[config.mk]
export PLATFORM = sky130hd
export DESIGN_NAME = gen_teamplayer
export DESIGN_NICKNAME = d
export VERILOG_FILES = /design/src/rtl/gen_tp_pkg.sv /design/src/rtl/gen_teamplayer_nib_sched.sv /design/src/rtl/gen_teamplayer.sv
export SDC_FILE = /design/constraint.sdc
export NUM_CORES = 1
export LEC_CHECK = 0
export ABC_AREA = 1
export CORE_ASPECT_RATIO = 0.9
export CORE_UTILIZATION = 45
export CTS_CLUSTER_DIAMETER = 80
export DETAILED_ROUTE_END_ITERATION = 7
export PLACE_DENSITY = 0.71
export SLEW_MARGIN = 40
export SYNTH_ARGS = -nofsm -noshare
export SYNTH_HDL_FRONTEND = slang
export SYNTH_HIERARCHICAL = 1
export SYNTH_SLANG_ARGS = --single-unit
[constraint.sdc]
create_clock -name CLK -period 15 [get_ports CLK]
set_clock_uncertainty 0.1 [all_clocks]
set_input_delay 3 -clock CLK [delete_from_list [all_inputs] [get_ports CLK]]
set_output_delay 3 -clock CLK [all_outputs]
set_load 0.02 [all_outputs]
[src/rtl/gen_tp_pkg.sv]
// ============================================================================
//  gen_tp_pkg : shared types, constants and nibble helpers for gen_teamplayer
//  Rev 1.0
// ============================================================================
`default_nettype none

package gen_tp_pkg;

    typedef enum logic [1:0] {
        PT_3B   = 2'b00,
        PT_6B   = 2'b01,
        PT_NONE = 2'b11
    } pad_type_e;

    typedef enum logic [0:0] {
        ST_IDLE = 1'b0,
        ST_SEQ  = 1'b1
    } tp_state_e;

    localparam logic [3:0]  c_ID_NIB     = 4'h3;
    // Header nibbles for indices 0..3, index 0 in the low nibble
    localparam logic [15:0] c_HDR_NIBS   = {4'h0, 4'h0, 4'hF, 4'h3};
    localparam logic [3:0]  c_TNIB_3B    = 4'h0;
    localparam logic [3:0]  c_TNIB_6B    = 4'h1;
    localparam logic [3:0]  c_TNIB_NONE  = 4'hF;
    localparam logic [3:0]  c_NIB_FILL   = 4'hF;
    localparam logic [5:0]  c_DATA_BASE  = 6'd8;
    localparam int          c_MAX_NIB    = 20;

    function automatic logic [1:0] nib_cnt(input logic [1:0] i_t);
        case (i_t)
            PT_3B:   nib_cnt = 2'd2;
            PT_6B:   nib_cnt = 2'd3;
            default: nib_cnt = 2'd0;
        endcase
    endfunction

    function automatic logic [3:0] type_nib(input logic [1:0] i_t);
        case (i_t)
            PT_3B:   type_nib = c_TNIB_3B;
            PT_6B:   type_nib = c_TNIB_6B;
            default: type_nib = c_TNIB_NONE;
        endcase
    endfunction

    // Buttons are {Z,Y,X,MODE,START,C,B,A,RIGHT,LEFT,DOWN,UP}, bit 11 down to 0
    function automatic logic [3:0] pad_nib(input logic [11:0] i_b, input logic [1:0] i_sel);
        case (i_sel)
            2'd0:    pad_nib = i_b[3:0];
            2'd1:    pad_nib = {i_b[7], i_b[4], i_b[6], i_b[5]};
            default: pad_nib = {i_b[8], i_b[9], i_b[10], i_b[11]};
        endcase
    endfunction

endpackage

`default_nettype wire

[src/rtl/gen_teamplayer_nib_sched.sv]
// ============================================================================
//  tp_nib_sched : combinational index-to-nibble mapping over the frame snapshot
//  Rev 1.0
// ============================================================================
`default_nettype none

module tp_nib_sched
    import gen_tp_pkg::*;
(
    input  logic [4:0]  i_idx,
    input  logic [7:0]  i_type,
    input  logic [47:0] i_btn,
    output logic [3:0]  o_nib
);

    logic [1:0] w_cnt  [4];
    logic [5:0] w_off  [4];
    logic [5:0] w_rel  [4];
    logic       w_hit  [4];
    logic [3:0] w_pnib [4];

    // Pad start offsets as a non-chained prefix sum of per-pad nibble counts
    assign w_off[0] = c_DATA_BASE;
    assign w_off[1] = c_DATA_BASE + {4'b0, w_cnt[0]};
    assign w_off[2] = c_DATA_BASE + {4'b0, w_cnt[0]} + {4'b0, w_cnt[1]};
    assign w_off[3] = c_DATA_BASE + {4'b0, w_cnt[0]} + {4'b0, w_cnt[1]} + {4'b0, w_cnt[2]};

    generate
        for (genvar p = 0; p < 4; p++) begin : g_pad
            assign w_cnt[p]  = nib_cnt(i_type[2*p +: 2]);
            assign w_rel[p]  = {1'b0, i_idx} - w_off[p];
            assign w_hit[p]  = ({1'b0, i_idx} >= w_off[p]) && (w_rel[p] < {4'b0, w_cnt[p]});
            assign w_pnib[p] = pad_nib(i_btn[12*p +: 12], w_rel[p][1:0]);
        end
    endgenerate

    always_comb begin
        o_nib = c_NIB_FILL;
        if (i_idx < 5'd4) begin
            o_nib = c_HDR_NIBS[{i_idx[1:0], 2'b00} +: 4];
        end else if (i_idx < 5'd8) begin
            o_nib = type_nib(i_type[{i_idx[1:0], 1'b0} +: 2]);
        end else begin
            for (int p = 0; p < 4; p++) begin
                if (w_hit[p]) o_nib = w_pnib[p];
            end
        end
    end

endmodule

`default_nettype wire

[src/rtl/gen_teamplayer.sv]
// ============================================================================
//  gen_teamplayer : four-pad multitap, TH/TR/TL nibble handshake sequencer
//  Rev 1.0
// ============================================================================
`default_nettype none

module gen_teamplayer
    import gen_tp_pkg::*;
#(
    parameter int ACK_DLY = 8,
    parameter int TMO     = 4095
) (
    input  logic        RESET,
    input  logic        CLK,
    input  logic        CE,
    input  logic [7:0]  TYPE,
    input  logic [11:0] P1_BTN,
    input  logic [11:0] P2_BTN,
    input  logic [11:0] P3_BTN,
    input  logic [11:0] P4_BTN,
    input  logic        TH,
    input  logic        TR,
    output logic [3:0]  DO,
    output logic        TL,
    output logic        BUSY
);

    localparam int c_ACK_W = $clog2(ACK_DLY + 1);
    localparam int c_TMO_W = $clog2(TMO + 1);
    localparam logic [c_ACK_W-1:0] c_ACK_LOAD = c_ACK_W'(ACK_DLY);
    localparam logic [c_ACK_W-1:0] c_ACK_ONE  = c_ACK_W'(1);
    localparam logic [c_TMO_W-1:0] c_TMO_LAST = c_TMO_W'(TMO - 1);

    tp_state_e          r_state;
    logic               r_th;
    logic               r_tr;
    logic               r_tl;
    logic [4:0]         r_idx;
    logic [c_ACK_W-1:0] r_ack;
    logic [c_TMO_W-1:0] r_tmo;
    logic [7:0]         r_type;
    logic [47:0]        r_btn;
    logic [3:0]         w_nib;

    always_ff @(posedge CLK or posedge RESET) begin
        if (RESET) begin
            r_state <= ST_IDLE;
            r_th    <= 1'b1;
            r_tr    <= 1'b0;
            r_tl    <= 1'b1;
            r_idx   <= '0;
            r_ack   <= '0;
            r_tmo   <= '0;
            r_type  <= '0;
            r_btn   <= '0;
        end else if (CE) begin
            r_th <= TH;
            r_tr <= TR;
            if (TH) begin
                // Abort path: TH high wins over any pending acknowledge
                r_state <= ST_IDLE;
                r_tl    <= 1'b1;
                r_idx   <= '0;
                r_ack   <= '0;
                r_tmo   <= '0;
            end else if (r_th) begin
                r_state <= ST_SEQ;
                r_tl    <= 1'b1;
                r_idx   <= '0;
                r_ack   <= '0;
                r_tmo   <= '0;
                r_type  <= TYPE;
                r_btn   <= {P4_BTN, P3_BTN, P2_BTN, P1_BTN};
            end else if (r_state == ST_SEQ) begin
                if (TR != r_tr) begin
                    r_ack <= c_ACK_LOAD;
                    r_tmo <= '0;
                end else begin
                    if (r_ack != '0) begin
                        r_ack <= r_ack - c_ACK_ONE;
                        // A double toggle inside the window leaves TR == TL: no advance
                        if (r_ack == c_ACK_ONE && TR != r_tl) begin
                            r_tl <= TR;
                            if (r_idx != 5'd31) r_idx <= r_idx + 5'd1;
                        end
                    end
                    if (r_tmo == c_TMO_LAST) begin
                        r_idx <= '0;
                        r_tmo <= '0;
                    end else begin
                        r_tmo <= r_tmo + 1'b1;
                    end
                end
            end
        end
    end

    tp_nib_sched u_sched (
        .i_idx  (r_idx),
        .i_type (r_type),
        .i_btn  (r_btn),
        .o_nib  (w_nib)
    );

    assign DO   = (r_state == ST_SEQ) ? w_nib : c_ID_NIB;
    assign TL   = r_tl;
    assign BUSY = (r_state == ST_SEQ);

endmodule

`default_nettype wire

Word-level counts from Yosys, hierarchy flattened --
Index checks and enable logic that the tools add are counted.
Word-level totals: register bits after elaboration 81, input port bits 61, output and inout port bits 6
Operators by class: add/sub/neg operators 10, order comparisons 10, equal/unequal tests 15, shifts and indexed selects 2, multiplexer cells 42, bitwise operators 1, reduce and logical (&&, ||, !) cells 29
Operators with widths (number):
- 2-to-1 mux 12 bit | 5
- 2-to-1 mux 4 bit | 12
- 2-to-1 mux 5 bit | 8
- one-hot mux 4 bit (2 select lines) | 5
- less-than comparator 6 x 2 -> 1 bit | 4
- nonzero test 4 bit | 5
- equality test 2 x 1 -> 1 bit (second input constant) | 9
- >= comparator 5 x 6 -> 1 bit | 3
- zero test 2 bit | 9
- subtractor 5 x 6 -> 6 bit | 3
- one-hot mux 2 bit (2 select lines) | 4
- variable part select 16 x 5 -> 4 bit (first input constant) | 1
- adder 12 x 1 -> 12 bit (second input constant) | 1
- adder 6 x 2 -> 6 bit | 2
- equality test 12 bit (second input constant) | 1
- nonzero test 3 bit | 3
- 2-to-1 mux 1 bit | 8
- variable part select 8 x 4 -> 2 bit | 1
- AND reduction 3 bit | 2
- AND reduction 6 bit | 1
- subtractor 5 x 4 -> 6 bit (second input constant) | 1
- adder 4 x 2 -> 5 bit (first input constant) | 1
- adder 5 x 1 -> 5 bit (second input constant) | 1
- >= comparator 5 x 4 -> 1 bit (second input constant) | 1
- other kinds (12) | 18

Depth between registers and ports, before layout --
depth after elaboration 12, depth in mapped cells 27

Modules after synthesis --
Netlist, hierarchy kept.
Modules (own cells, without submodules):
- gen_teamplayer | times used 1, cells each 341, area each 3738.6 um^2, seq. area each 2029.4 um^2
- tp_nib_sched | times used 1, cells each 281, area each 1535.2 um^2, seq. area each 0.0 um^2

Least setup slack after synthesis --
No wires, ideal clock.
kind reg-to-output, from reg r_type[1], to out DO[1], arrival 3.892 ns, data required time 11.900 ns, slack 8.008 ns, cell stages (with the launch flop) 23, path buffers 0, cell sequence dfrtp_1 > nor2_1 > ha_1 > inv_1 > fa_1 > nand2_1 > inv_1 > nor2_1 > ha_1 > fa_1 > inv_1 > ha_1 > nand2_1 > nand3_1 > nor2_1 > nand2_1 > o21ai_0 > inv_1 > nand2_1 > nand2_1 > nand2_1 > nand2_1 > or2_2
On the way: cells in the longest elaborated chain, start to end 12, elaborated cells on any way between the ends 40, classes of those cells 6 x add/sub; 7 x order compare; 5 x eq/ne; 1 x shift; 12 x mux; 9 x reduce/logical
RTL lines:
- start, declared | line gen_teamplayer.sv:41 | logic [7:0] r_type;
- start signal, assigned | line gen_teamplayer.sv:54 | r_type <= '0;
- start signal, assigned | line gen_teamplayer.sv:72 | r_type <= TYPE;
- equality test 2 x 1 -> 1 bit / zero test 2 bit (equally long branches) | line gen_tp_pkg.sv:31 | case (i_t)
- one-hot mux 2 bit (2 select lines) | line gen_tp_pkg.sv:31
- adder 4 x 2 -> 5 bit | line gen_teamplayer_nib_sched.sv:24, gen_teamplayer_nib_sched.sv:25, gen_teamplayer_nib_sched.sv:26
- adder 6 x 2 -> 6 bit / subtractor 5 x 6 -> 6 bit (equally long branches) | line gen_teamplayer_nib_sched.sv:25, gen_teamplayer_nib_sched.sv:26, gen_teamplayer_nib_sched.sv:31
- adder 6 x 2 -> 6 bit, or another cell as far along | line gen_teamplayer_nib_sched.sv:26 | assign w_off[3] = c_DATA_BASE + {4'b0, w_cnt[0]} + {4'b0, w_cnt[1]} + {4'b0, w_cnt[2]};
- subtractor 5 x 6 -> 6 bit, or another cell as far along | line gen_teamplayer_nib_sched.sv:31 | assign w_rel[p] = {1'b0, i_idx} - w_off[p];
- less-than comparator 6 x 2 -> 1 bit, or another cell as far along | line gen_teamplayer_nib_sched.sv:32 | assign w_hit[p] = ({1'b0, i_idx} >= w_off[p]) && (w_rel[p] < {4'b0, w_cnt[p]});
- logical AND 1 bit, or another cell as far along | line gen_teamplayer_nib_sched.sv:32
- 2-to-1 mux 4 bit | line gen_teamplayer_nib_sched.sv:45 | if (w_hit[p]) o_nib = w_pnib[p];
- 2-to-1 mux 4 bit * | line gen_teamplayer_nib_sched.sv:41 | end else if (i_idx < 5'd8) begin
- 2-to-1 mux 4 bit * | line gen_teamplayer_nib_sched.sv:39 | if (i_idx < 5'd4) begin
- named net w_nib[1] | line gen_teamplayer.sv:43 | logic [3:0] w_nib;
- 2-to-1 mux 4 bit * | line gen_teamplayer.sv:105 | assign DO = (r_state == ST_SEQ) ? w_nib : c_ID_NIB;
- end, declared | line gen_teamplayer.sv:23 | output logic [3:0] DO,
Mark *: on every way through the listed nets, which the timed path passes. The rest lies on a longest branch.

Worst setup path in the final report --
Same ends and word-level chain as after synthesis.

==> results.md <==
CTS:
- Clock-pin slew was measured on the worst setup and hold paths at 0.06 ns.
- The number of H-tree levels is 3.
- The post-CTS setup buffer count is 0.
- Clock tree synthesis inserted a total of 9 buffers.
- Clock latency on the worst-skew pair, taken at its later pin, is approximately 0.34 ns.
- The number of clock sinks is 81.
- In this run the clock root is driven by a sky130_fd_sc_hd__clkbuf_16.
- The CTS tree is built.
- The hold-fix buffer count after cts is 0.
- The post-cts sizing count is 0.
- The clock passes through at most 2 buffers.

Logic synthesis:
- The number of different library cells in the post-synthesis netlist is 34.
- After synthesis, the largest family of logic cells by area is simple AND/OR/NAND/NOR gates.
- Synthesis inferred 81 register bits.
- For this run, the number of Yosys warnings is 6.
- The count of mapped cells out of synthesis is 622.
- The summed instance area of the synthesized netlist is 5270 µm².
- Measured against the total synthesized area, the mux share comes to 0.140.
- The xor-xnor portion of the synthesized cell area is 0.0133.
- The sequential element share of the synthesized area is 0.385.
- The share of the synthesized area in compound gates (AO/OA/AOI/OAI) came to 0.0444.
- The average instance in the mapped netlist occupies approximately 8.5 µm².
- Of the total synthesized cell area, the portion taken by AND, OR, NAND and NOR gates is 0.273.
- The number of nets handed over by synthesis was 712.
- Of the total synthesized cell area, the portion taken by full adders, half adders and majority gates is 0.0731.

Cells and area:
- The number of cells in the finished layout apart from fillers is 850.
- The number of fillers in the final layout is 1067.
- The share of post-route cells with drive strength above 1 is 0.160.
- Leaving out fill and tap cells, the most frequent cells in the layout are sky130_fd_sc_hd__nand2_1, sky130_fd_sc_hd__dfrtp_1, sky130_fd_sc_hd__inv_1.
- The post-layout net count is 779.
- Summing all multi-input logic gate instances after layout gives 2870 µm².
- The diode insertion count for antenna repair is 0.
- The layout overhead on the synthesized area is 21.0%.
- The commonest non-fill, non-tap cell in the layout is sky130_fd_sc_hd__nand2_1.
- Registers take ~2000 µm².

Min path:
- The class of the worst hold path is reg2reg.
- Along the worst hold path, the cell count comes to 1.
- The worst hold path begins at r_btn[31].
- For hold timing, the worst endpoint is r_btn[31].

STA:
- The max-slew violation count was 0.
- At the pin with the least slew margin, the transition time is roughly 0.68 ns.
- The worst path needs roughly 8.3 ns of the cycle, external delays included.
- In the finished design, the share of the clock period the worst path needs comes to 0.554.
- The final count of negative-setup-slack endpoints is 0.
- In this run the tightest slew margin relative to its limit is 0.545.
- Based on the critical path, the design can be clocked at up to 120 MHz.
- The total count of hold-check failures in the final report came to 0.
- Setup repair after global routing left no endpoint under its margin.
- The aggregate negative setup slack is 0 ns.

Setup path:
- At the worst endpoint, the required time is 11.90 ns.
- STA classifies the critical path startpoint as a flop.
- Data on the critical path arrives at its endpoint at 5.21 ns.
- The top fanout value on the critical path is 7.
- STA classifies the critical path endpoint as an output pin.
- The count of cells along the worst register-to-register path is 3.
- The kind of critical path is reg2out.
- In this run the critical register-to-register path is captured at r_btn[24].
- The worst register-to-register path begins at r_th.
- The register-to-register setup slack is ~13 ns.

Place:
- The cell count after placement is 834.
- At the end of routability-driven placement, the weighted congestion stood at about 0.86.
- Buffers placed on the I/O ports in this run total 66.
- The detailed-placement wirelength estimate is just under 9000 µm.

Routing:
- The residual antenna-violating net count after detailed routing is 0.
- The first detailed-routing pass took 4 iterations.
- In the routed design, unresolved DRC markers number 0.
- Dividing the detail-routed via count by the number of cells gives 5.03.
- The count of vias placed by the detailed router is 4277.
- In the final routed layout, each cell accounts on average for 13.8 µm.
- The total wire length is 11700 µm.
- For this block, the initial DRC count from the detailed router was 223.

GRT:
- For this run, the total global-route usage over all layers was measured as 0.207.
- The first global-routing pass estimated 19700 µm of wire.
- The sum of overflow across all layers after global routing is 0.
- The number of global-route vias before repair is 4254.
- The pin count of the biggest net entering global routing is 82.
- The initial antenna violation count came to 0.

Power:
- The maximum resistive drop on vdd is around 0.060 mV.
- The analysis attributes to cell leakage a power of between 3 and 4 nW.
- The power density over the cells is 128 nW/µm².

Flow run:
- The total of max-cap violations is 0.

Floorplan:
- Row generation in the floorplan step produced 37 rows.
- From bottom edge to top edge, the die measures ~100 µm.
- The area enclosed by the die boundary is 12200 µm².
- The number of primary I/O pins is 67.
- The placeable core area is 11400 µm².
- The initial utilization of the core area, before any placement, comes to 0.461.
- The width of the chip is 116 µm.

Outcome:
- The run finished with clean final reports.
==> flip-flops by register name (all words and copies together) (netlist names) <==
| register | cells |
|---|---|
| r_tr | 1 |
| r_th | 1 |
| BUSY | 1 |
| r_idx | 5 |
| r_btn | 48 |
| r_tmo | 12 |
| r_type | 8 |
| r_ack | 4 |
| TL | 1 |
==> cell usage after synthesis <==
cell,n,area share
sky130_fd_sc_hd__buf_6,5,0.011
sky130_fd_sc_hd__ha_1,26,0.062
sky130_fd_sc_hd__xnor2_1,4,0.0066
sky130_fd_sc_hd__a41oi_1,1,0.0017
sky130_fd_sc_hd__dfrtp_1,79,0.37
sky130_fd_sc_hd__o21ai_1,2,0.0019
sky130_fd_sc_hd__nand2_1,162,0.12
sky130_fd_sc_hd__dfstp_2,2,0.010
sky130_fd_sc_hd__a22oi_1,4,0.0057
sky130_fd_sc_hd__mux2_4,29,0.083
sky130_fd_sc_hd__clkbuf_1,4,0.0028
sky130_fd_sc_hd__nor2_2,3,0.0036
sky130_fd_sc_hd__nand2_2,8,0.0095
sky130_fd_sc_hd__nand3_1,63,0.060
sky130_fd_sc_hd__fa_1,3,0.011
sky130_fd_sc_hd__inv_2,4,0.0028
sky130_fd_sc_hd__nand3_2,6,0.011
sky130_fd_sc_hd__o21ai_0,18,0.017
sky130_fd_sc_hd__nand3b_1,2,0.0028
sky130_fd_sc_hd__buf_2,2,0.0019
sky130_fd_sc_hd__o21bai_1,1,0.0014
sky130_fd_sc_hd__nor2_8,1,0.0038
sky130_fd_sc_hd__nand4_1,9,0.011
sky130_fd_sc_hd__nand2_4,3,0.0064
sky130_fd_sc_hd__nor2_1,52,0.037
sky130_fd_sc_hd__inv_1,72,0.051
sky130_fd_sc_hd__a21oi_1,16,0.015
sky130_fd_sc_hd__mux2_2,27,0.058
sky130_fd_sc_hd__xor2_1,4,0.0066
sky130_fd_sc_hd__buf_4,1,0.0014
sky130_fd_sc_hd__nor2_4,4,0.0085
sky130_fd_sc_hd__or2_2,3,0.0036
sky130_fd_sc_hd__o211ai_1,1,0.0014
sky130_fd_sc_hd__nor3_1,1,0.00095
==> layout make-up <==
class / count / area share
tap: 156 / 0.0306
clock buffer: 12 / 0.0417
sequential: 81 / 0.318
multi-input combinational: 453 / 0.450
clock inverter: 4 / 0.00784
timing repair buffer: 68 / 0.107
inverter: 76 / 0.0449
==> critical path: stages, from the launching register on <==
cell and delay, ns:
sky130_fd_sc_hd__dfrtp_1 0.46, sky130_fd_sc_hd__nor2_1 0.20, sky130_fd_sc_hd__ha_1 0.17, sky130_fd_sc_hd__inv_1 0.05, sky130_fd_sc_hd__fa_1 0.66, sky130_fd_sc_hd__nand2_1 0.10, sky130_fd_sc_hd__inv_1 0.08, sky130_fd_sc_hd__nor2_1 0.05
sky130_fd_sc_hd__ha_1 0.34, sky130_fd_sc_hd__fa_1 0.63, sky130_fd_sc_hd__inv_1 0.13, sky130_fd_sc_hd__ha_1 0.30, sky130_fd_sc_hd__nand2_1 0.06, sky130_fd_sc_hd__nand3_1 0.07, sky130_fd_sc_hd__nor2_1 0.13, sky130_fd_sc_hd__nand2_1 0.17
sky130_fd_sc_hd__o21ai_0 0.20, sky130_fd_sc_hd__inv_1 0.06, sky130_fd_sc_hd__nand2_1 0.06, sky130_fd_sc_hd__nand2_1 0.04, sky130_fd_sc_hd__nand2_1 0.05, sky130_fd_sc_hd__nand2_1 0.04, sky130_fd_sc_hd__or2_2 0.28, sky130_fd_sc_hd__clkdlybuf4s50_1 0.54
==> worst max-delay path by stage <==
| stage | from | to | slack, ns | cells past startpoint |
|---|---|---|---|---|
| after global routing | r_type[1] | DO[1] | 6.31 | 22 |
| after floorplan | r_type[1] | DO[1] | 8.01 | 22 |
| after global placement | r_type[1] | DO[1] | 7.24 | 23 |
| final | r_type[1] | DO[1] | 6.69 | 23 |
| after detailed placement | r_type[1] | DO[1] | 7.06 | 23 |
| after CTS | r_type[1] | DO[1] | 6.70 | 23 |
==> logic make-up (layout without fill, tap and decap cells) <==
logic type / Yosys count / count (layout)
DFF: 81 / 81
buffers and inverters: 88 / 160
muxes: 56 / 56
adders and majority gates: 29 / 29
and+or+nand+nor: 317 / 317
xor gates and xnor gates: 8 / 8
AOI/OAI and AO/OA: 43 / 43
==> per-stage QoR <==
stage	hold slack (ns)	setup slack (ns)	util	area (µm²)	total power [mW]
3_3_place_gp	0.389	7.24	0.530	6060	0.579
6_report	0.409	6.69	0.558	6380	0.819
2_1_floorplan	0.363	8.01	-	5270	0.511
5_1_grt	0.416	6.31	0.558	6380	0.878
3_5_place_dp	0.397	7.06	0.530	6060	0.590
4_1_cts	0.411	6.70	0.558	6380	0.826
==> power breakdown <==
| part | switching [mW] | internal, mW | total [mW] |
|---|---|---|---|
| Clock | 0.0857 | 0.142 | 0.228 |
| Combinational | 0.175 | 0.136 | 0.311 |
| Sequential | 0.0272 | 0.253 | 0.280 |
| Total | 0.288 | 0.531 | 0.819 |
==> metal layers <==
metal | track usage | vias up | share of wire
met5 | 0 | - | 0
met4 | 0.0623 | 0 | 0.015
met3 | 0.0586 | 18 | 0.055
met2 | 0.341 | 93 | 0.48
met1 | 0.260 | 2012 | 0.45
li1 | - | 2154 | -
Power figures use the tool's default switching activity.
